==> src/rtl/mod12_wrap_monitor.sv <==
// mod12_wrap_monitor
// Watches a mod-12 loadable up/down counter and classifies each sampled
// transition: normal step, wrap-up, wrap-down, load jump, hold or illegal.
// Keeps a half-day toggle and a running wrap total, and registers the last
// legal count as two BCD digits for the display stage.
// Build option: define WRAP_SAT_EN to make wrap_total saturate at all-ones
// instead of rolling over.
module mod12_wrap_monitor #(
  parameter int WRAP_W  = 8,
  parameter int MAX_VAL = 12
) (
  input  logic              clock,
  input  logic              reset,
  input  logic              sample_en,
  input  logic              mode,
  input  logic [3:0]        count_in,
  input  logic              clear_fault,
  output logic              wrap_up,
  output logic              wrap_down,
  output logic              jump,
  output logic              half_day,
  output logic [WRAP_W-1:0] wrap_total,
  output logic [3:0]        tens,
  output logic [3:0]        ones,
  output logic              fault
);

  localparam logic [1:0] INIT  = 2'd0;
  localparam logic [1:0] TRACK = 2'd1;
  localparam logic [1:0] FAULT = 2'd2;

  localparam logic [3:0] MAXV = MAX_VAL[3:0];

  logic [1:0]        state;
  logic [3:0]        prev;
  logic              legal;
  logic              up_wrap, dn_wrap, step_ok, hold;
  logic [3:0]        bcd_tens, bcd_ones;
  logic [WRAP_W-1:0] wrap_next;

  // Classify the incoming sample against the previous legal value.
  // A step that would leave the legal range (12+1, 0-1) can never match a
  // legal count_in, so the boundary cases fall out as jump or wrap.
  always_comb begin
    legal   = (count_in <= MAXV);
    up_wrap = (prev == MAXV) && (count_in == 4'd0) && mode;
    dn_wrap = (prev == 4'd0) && (count_in == MAXV) && !mode;
    step_ok = mode ? (count_in == prev + 4'd1) : (count_in == prev - 4'd1);
    hold    = (count_in == prev);
  end

  // BCD split of the sampled count for the display stage.
  always_comb begin
    if (count_in >= 4'd10) begin
      bcd_tens = 4'd1;
      bcd_ones = count_in - 4'd10;
    end else begin
      bcd_tens = 4'd0;
      bcd_ones = count_in;
    end
  end

  // Next wrap total: saturating or modulo, depending on build option.
  always_comb begin
`ifdef WRAP_SAT_EN
    wrap_next = (&wrap_total) ? wrap_total : wrap_total + WRAP_W'(1);
`else
    wrap_next = wrap_total + WRAP_W'(1);
`endif
  end

  // Monitor FSM and registered outputs; pulses default low every cycle.
  always_ff @(posedge clock) begin
    if (reset) begin
      state      <= INIT;
      prev       <= 4'd0;
      wrap_up    <= 1'b0;
      wrap_down  <= 1'b0;
      jump       <= 1'b0;
      half_day   <= 1'b0;
      wrap_total <= '0;
      tens       <= 4'd0;
      ones       <= 4'd0;
      fault      <= 1'b0;
    end else begin
      wrap_up   <= 1'b0;
      wrap_down <= 1'b0;
      jump      <= 1'b0;
      case (state)
        INIT: begin
          if (sample_en) begin
            if (legal) begin
              prev  <= count_in;
              tens  <= bcd_tens;
              ones  <= bcd_ones;
              state <= TRACK;
            end else begin
              fault <= 1'b1;
              state <= FAULT;
            end
          end
        end
        TRACK: begin
          if (sample_en) begin
            if (!legal) begin
              fault <= 1'b1;
              state <= FAULT;
            end else begin
              prev <= count_in;
              tens <= bcd_tens;
              ones <= bcd_ones;
              if (up_wrap) begin
                wrap_up    <= 1'b1;
                half_day   <= ~half_day;
                wrap_total <= wrap_next;
              end else if (dn_wrap) begin
                wrap_down  <= 1'b1;
                half_day   <= ~half_day;
                wrap_total <= wrap_next;
              end else if (!(step_ok || hold)) begin
                jump <= 1'b1;
              end
            end
          end
        end
        FAULT: begin
          // Samples are dropped here; clear wins even if a sample arrives.
          if (clear_fault) begin
            fault <= 1'b0;
            state <= INIT;
          end
        end
        default: begin
          state <= INIT;
        end
      endcase
    end
  end

endmodule

==> config.mk <==
export PLATFORM = sky130hd
export DESIGN_NAME = mod12_wrap_monitor
export DESIGN_NICKNAME = d
export VERILOG_FILES = /design/src/rtl/mod12_wrap_monitor.sv
export SDC_FILE = /design/constraint.sdc
export NUM_CORES = 1
export LEC_CHECK = 0
export CAP_MARGIN = 25
export CORE_MARGIN = 1
export CORE_UTILIZATION = 35
export DETAILED_ROUTE_END_ITERATION = 8
export GPL_ROUTABILITY_DRIVEN = 0
export PLACE_DENSITY = 0.61
export SETUP_SLACK_MARGIN = 0.15
export SYNTH_ARGS = -nofsm -noshare
export SYNTH_HDL_FRONTEND = slang
export SYNTH_SLANG_ARGS = --single-unit
==> constraint.sdc <==
create_clock -name clock -period 1.6 [get_ports clock]
set_input_delay 0.24 -clock clock [delete_from_list [all_inputs] [get_ports clock]]
set_output_delay 0.24 -clock clock [all_outputs]
set_load 0.05 [all_outputs]
==> flow_metrics.py <==
metrics = {
    "worst_setup_path": {
        "crit_type": "flip-flop to flip-flop",
        "crit_family": "simple AND/OR/NAND/NOR gates",
        "max_stage_delay_ns": 0.57,
        "start_kind": "flip-flop",
        "crit_required_ns": 1.80,
        "crit_path_max_fanout": 8,
        "cp_num_buf_inv": 1,
        "end_kind": "flip-flop",
        "cpMaxStageDelayCell": "or4_4",
        "crit_start": "ones[0]",
        "crit_arrival_ns": 1.85,
        "r2r-start": "ones[0]",
        "path_cells": "nor4_4, buf_4, nand3_4, or4_4, a21oi_2",
    },
    "power": {
        "combPwrFrac_pct": 27.4,
        "max-vdd-ir-drop_mv": 0.476,
        "switchingPower_uw": 401,
        "intPower_uw": 933,
        "clkPwrFrac_pct": 27.5,
        "power_density_nw_per_um2": 666,
        "switching_share_pct": 30.0,
        "p_total_mw": 1.33,
        "power_frac_seq_pct": 45.1,
        "p_leak_nw": 0.834,
    },
    "cells_and_area": {
        "final_common_cell": "buf_4",
        "nets": 227,
        "seq_area_sq_um": 483,
        "antenna_cells": 0,
        "area_growth_pct": 53.8,
        "drive_above_1_share_pct": 43.1,
        "nFillCells": 308,
        "fin_area_sq_um": 2000,
        "multiInputGateArea_sq_um": 872,
        "final_cell_mix": "buf_4, nand2_1, a21oi_1",
    },
    "drt": {
        "routedWlPerCell_um": 13.6,
        "ant_nets": 0,
        "routed_via_density": 5.14,
        "first_pass_iters": 4,
        "wirelength_mm": 3.49,
        "remaining_drc_errors": 0,
        "drt-initial-drc-count": 37,
        "vias": 1321,
    },
    "sta": {
        "drv_slew": 0,
        "min_period_ns": 1.64,
        "fin_ws_ns": -0.0424,
        "fin_crit_sh_pct": 103,
        "finClkSkew_ns": 0.00405,
        "setup_viol": 3,
        "rsz0062_at_grt": "yes",
        "finalHoldViolCount": 0,
        "clock.fmax_mhz": 609,
    },
    "placement": {
        "placed_area_sq_um": 1710,
        "io_buffers": 26,
        "hpwl_mm": 2.26,
    },
    "floorplan": {
        "die_x_um": 63.0,
        "num_io_pins": 30,
        "initial_utilization_pct": 37.8,
        "rows": 21,
        "die_h_um": 63.0,
        "die_area_sq_um": 3970,
        "core_area_sq_um": 3440,
    },
    "logic_synthesis": {
        "ys_ff_latch": 23,
        "synth_area_sq_um": 1300,
        "synth_top_area_cell": "dfxtp_1",
        "seq_area_frac_synth_pct": 35.4,
        "synth_top_area_share_pct": 35.4,
        "ys_types": 41,
        "syn-mean-instance-area_sq_um": 8.62,
        "ys_warn_count": 0,
        "synthCells": 151,
        "synth_area_leaders": "dfxtp_1, a21oi_1, xnor2_1, nand2_1, ha_1",
    },
    "worst_hold_path": {
        "hp-class": "primary input to flip-flop",
        "min_from": "sample_en",
    },
    "cts": {
        "tritoncts": "built",
        "root_buffer": "clkbuf_8",
        "numCtsBuffers": 3,
        "clock_latency_ns": 0.27,
        "cts_buffer_depth": 2,
        "path_clk_slew_ns": 0.08,
        "htreeDepth": 1,
        "cts_sinks": 23,
    },
    "global_route": {
        "grt_pass1_vias": 1260,
        "grt_max_degree": 15,
        "grt_overflow": 0,
        "grt_use_total_pct": 17.8,
        "antenna_found_initial": 0,
        "grt_pass1_wl_mm": 5.68,
    },
    "job": {
        "cap_violations": 0,
    },
    "run_status": {
        "violations": "negative setup slack",
        "status": "finished, violations left",
    },
}
==> worst reg2reg max path, stage by stage (launching register included) <==
cell	delay [ns]
dfxtp_4	0.37
nor4_4	0.23
buf_4	0.17
nand3_4	0.11
or4_4	0.57
a21oi_2	0.12
==> through the flow <==
| stage | util, % | hold WS (ns) | setup WS (ns) | setup TNS, ns | std cells |
|---|---|---|---|---|---|
| 3_3_place_gp | 49.7 | 0.445 | -0.412 | -5.41 | 239 |
| 4_1_cts | 54.9 | 0.460 | -0.0467 | -0.224 | 253 |
| 5_1_grt | 58.2 | 0.263 | -0.110 | -0.475 | 257 |
| 3_5_place_dp | 49.7 | 0.448 | -0.479 | -6.18 | 239 |
| 6_report | 58.2 | 0.240 | -0.0424 | -0.0708 | 257 |
| 2_1_floorplan | - | 0.330 | 0.132 | 0 | 153 |
==> power groups by stage <==
stage / registers (mW) / clock network [mW] / logic, mW
after floorplan: 0.643 / 0 / 0.162
after global placement: 0.612 / 0 / 0.292
after detailed placement: 0.613 / 0 / 0.300
after CTS: 0.600 / 0.372 / 0.337
after global routing: 0.605 / 0.403 / 0.391
final: 0.602 / 0.366 / 0.366
==> layer usage <==
metal / GRT usage (%) / vias up / share of wire [%]
met5: 0 / - / 0
met4: 3.78 / 0 / 0.66
met3: 3.28 / 5 / 2.7
met2: 30.9 / 21 / 52
met1: 22.5 / 640 / 44
li1: - / 655 / -
==> synth_stat cells <==
| master | instances |
|---|---|
| a311oi_1 | 1 |
| nand2_1 | 17 |
| and2_1 | 1 |
| a2111oi_0 | 1 |
| or4_1 | 6 |
| a22oi_1 | 1 |
| conb_1 | 1 |
| nand3_2 | 1 |
| buf_6 | 3 |
| nand2b_1 | 1 |
| mux2i_2 | 1 |
| and4bb_1 | 1 |
| nor2b_1 | 2 |
| nand4_1 | 2 |
| a221oi_1 | 1 |
| clkbuf_1 | 3 |
| fa_1 | 1 |
| o2111ai_1 | 1 |
| or3_1 | 2 |
| xnor2_1 | 9 |
| a21o_1 | 1 |
| o211ai_1 | 1 |
| o31ai_1 | 6 |
| or3b_1 | 1 |
| ha_1 | 5 |
| dfxtp_1 | 23 |
| a21oi_1 | 17 |
| nor3_1 | 2 |
| o211a_1 | 1 |
| and4_1 | 1 |
| inv_1 | 9 |
| a211oi_1 | 1 |
| and2b_1 | 1 |
| nand3_1 | 6 |
| o21ai_0 | 3 |
| buf_4 | 5 |
| and3_1 | 1 |
| and4bb_2 | 1 |
| nor2_1 | 8 |
| a211o_1 | 1 |
| nor4_4 | 1 |
==> cells by family after synthesis <==
logic type	after synthesis	share of synthesized area (%)
other	1	0.288
adders and majority gates	6	6.35
muxes	1	1.06
xor gates and xnor gates	9	6.06
and+or+nand+nor	55	24.3
DFF	23	35.4
AOI/OAI and AO/OA	36	17.6
buffers and inverters	20	8.94
==> final cells by class <==
| cell class | instances | area share [%] |
|---|---|---|
| tap | 46 | 2.88 |
| clock buffer | 4 | 2.25 |
| timing repair buffer | 63 | 25.4 |
| inverter | 9 | 1.81 |
| sequential | 23 | 24.1 |
| multi-input combinational | 112 | 43.6 |
==> worst paths after layout <==
check	slack [ns]	end	cells after the start
max	-0.04	wrap_total[5]	5
min	0.24	state[0]	2
max reg2reg	-0.04	wrap_total[5]	5
min reg2reg	0.46	tens[0]	2
==> what timing repair did <==
item,in CTS,in global routing
buffers inserted,8,4
hold buffers,0,0
resized for setup,20,16
pin swaps,14,13
endpoints found under the setup margin,18,14
cloned,2,0
==> sequential cells by signal, summed over array words and instances, names as in the netlist <==
| register | count |
|---|---|
| tens | 1 |
| wrap_total | 8 |
| fault | 1 |
| wrap_down | 1 |
| prev | 3 |
| state | 2 |
| wrap_up | 1 |
| ones | 4 |
| jump | 1 |
| half_day | 1 |
(Power assumes the default switching activity.)
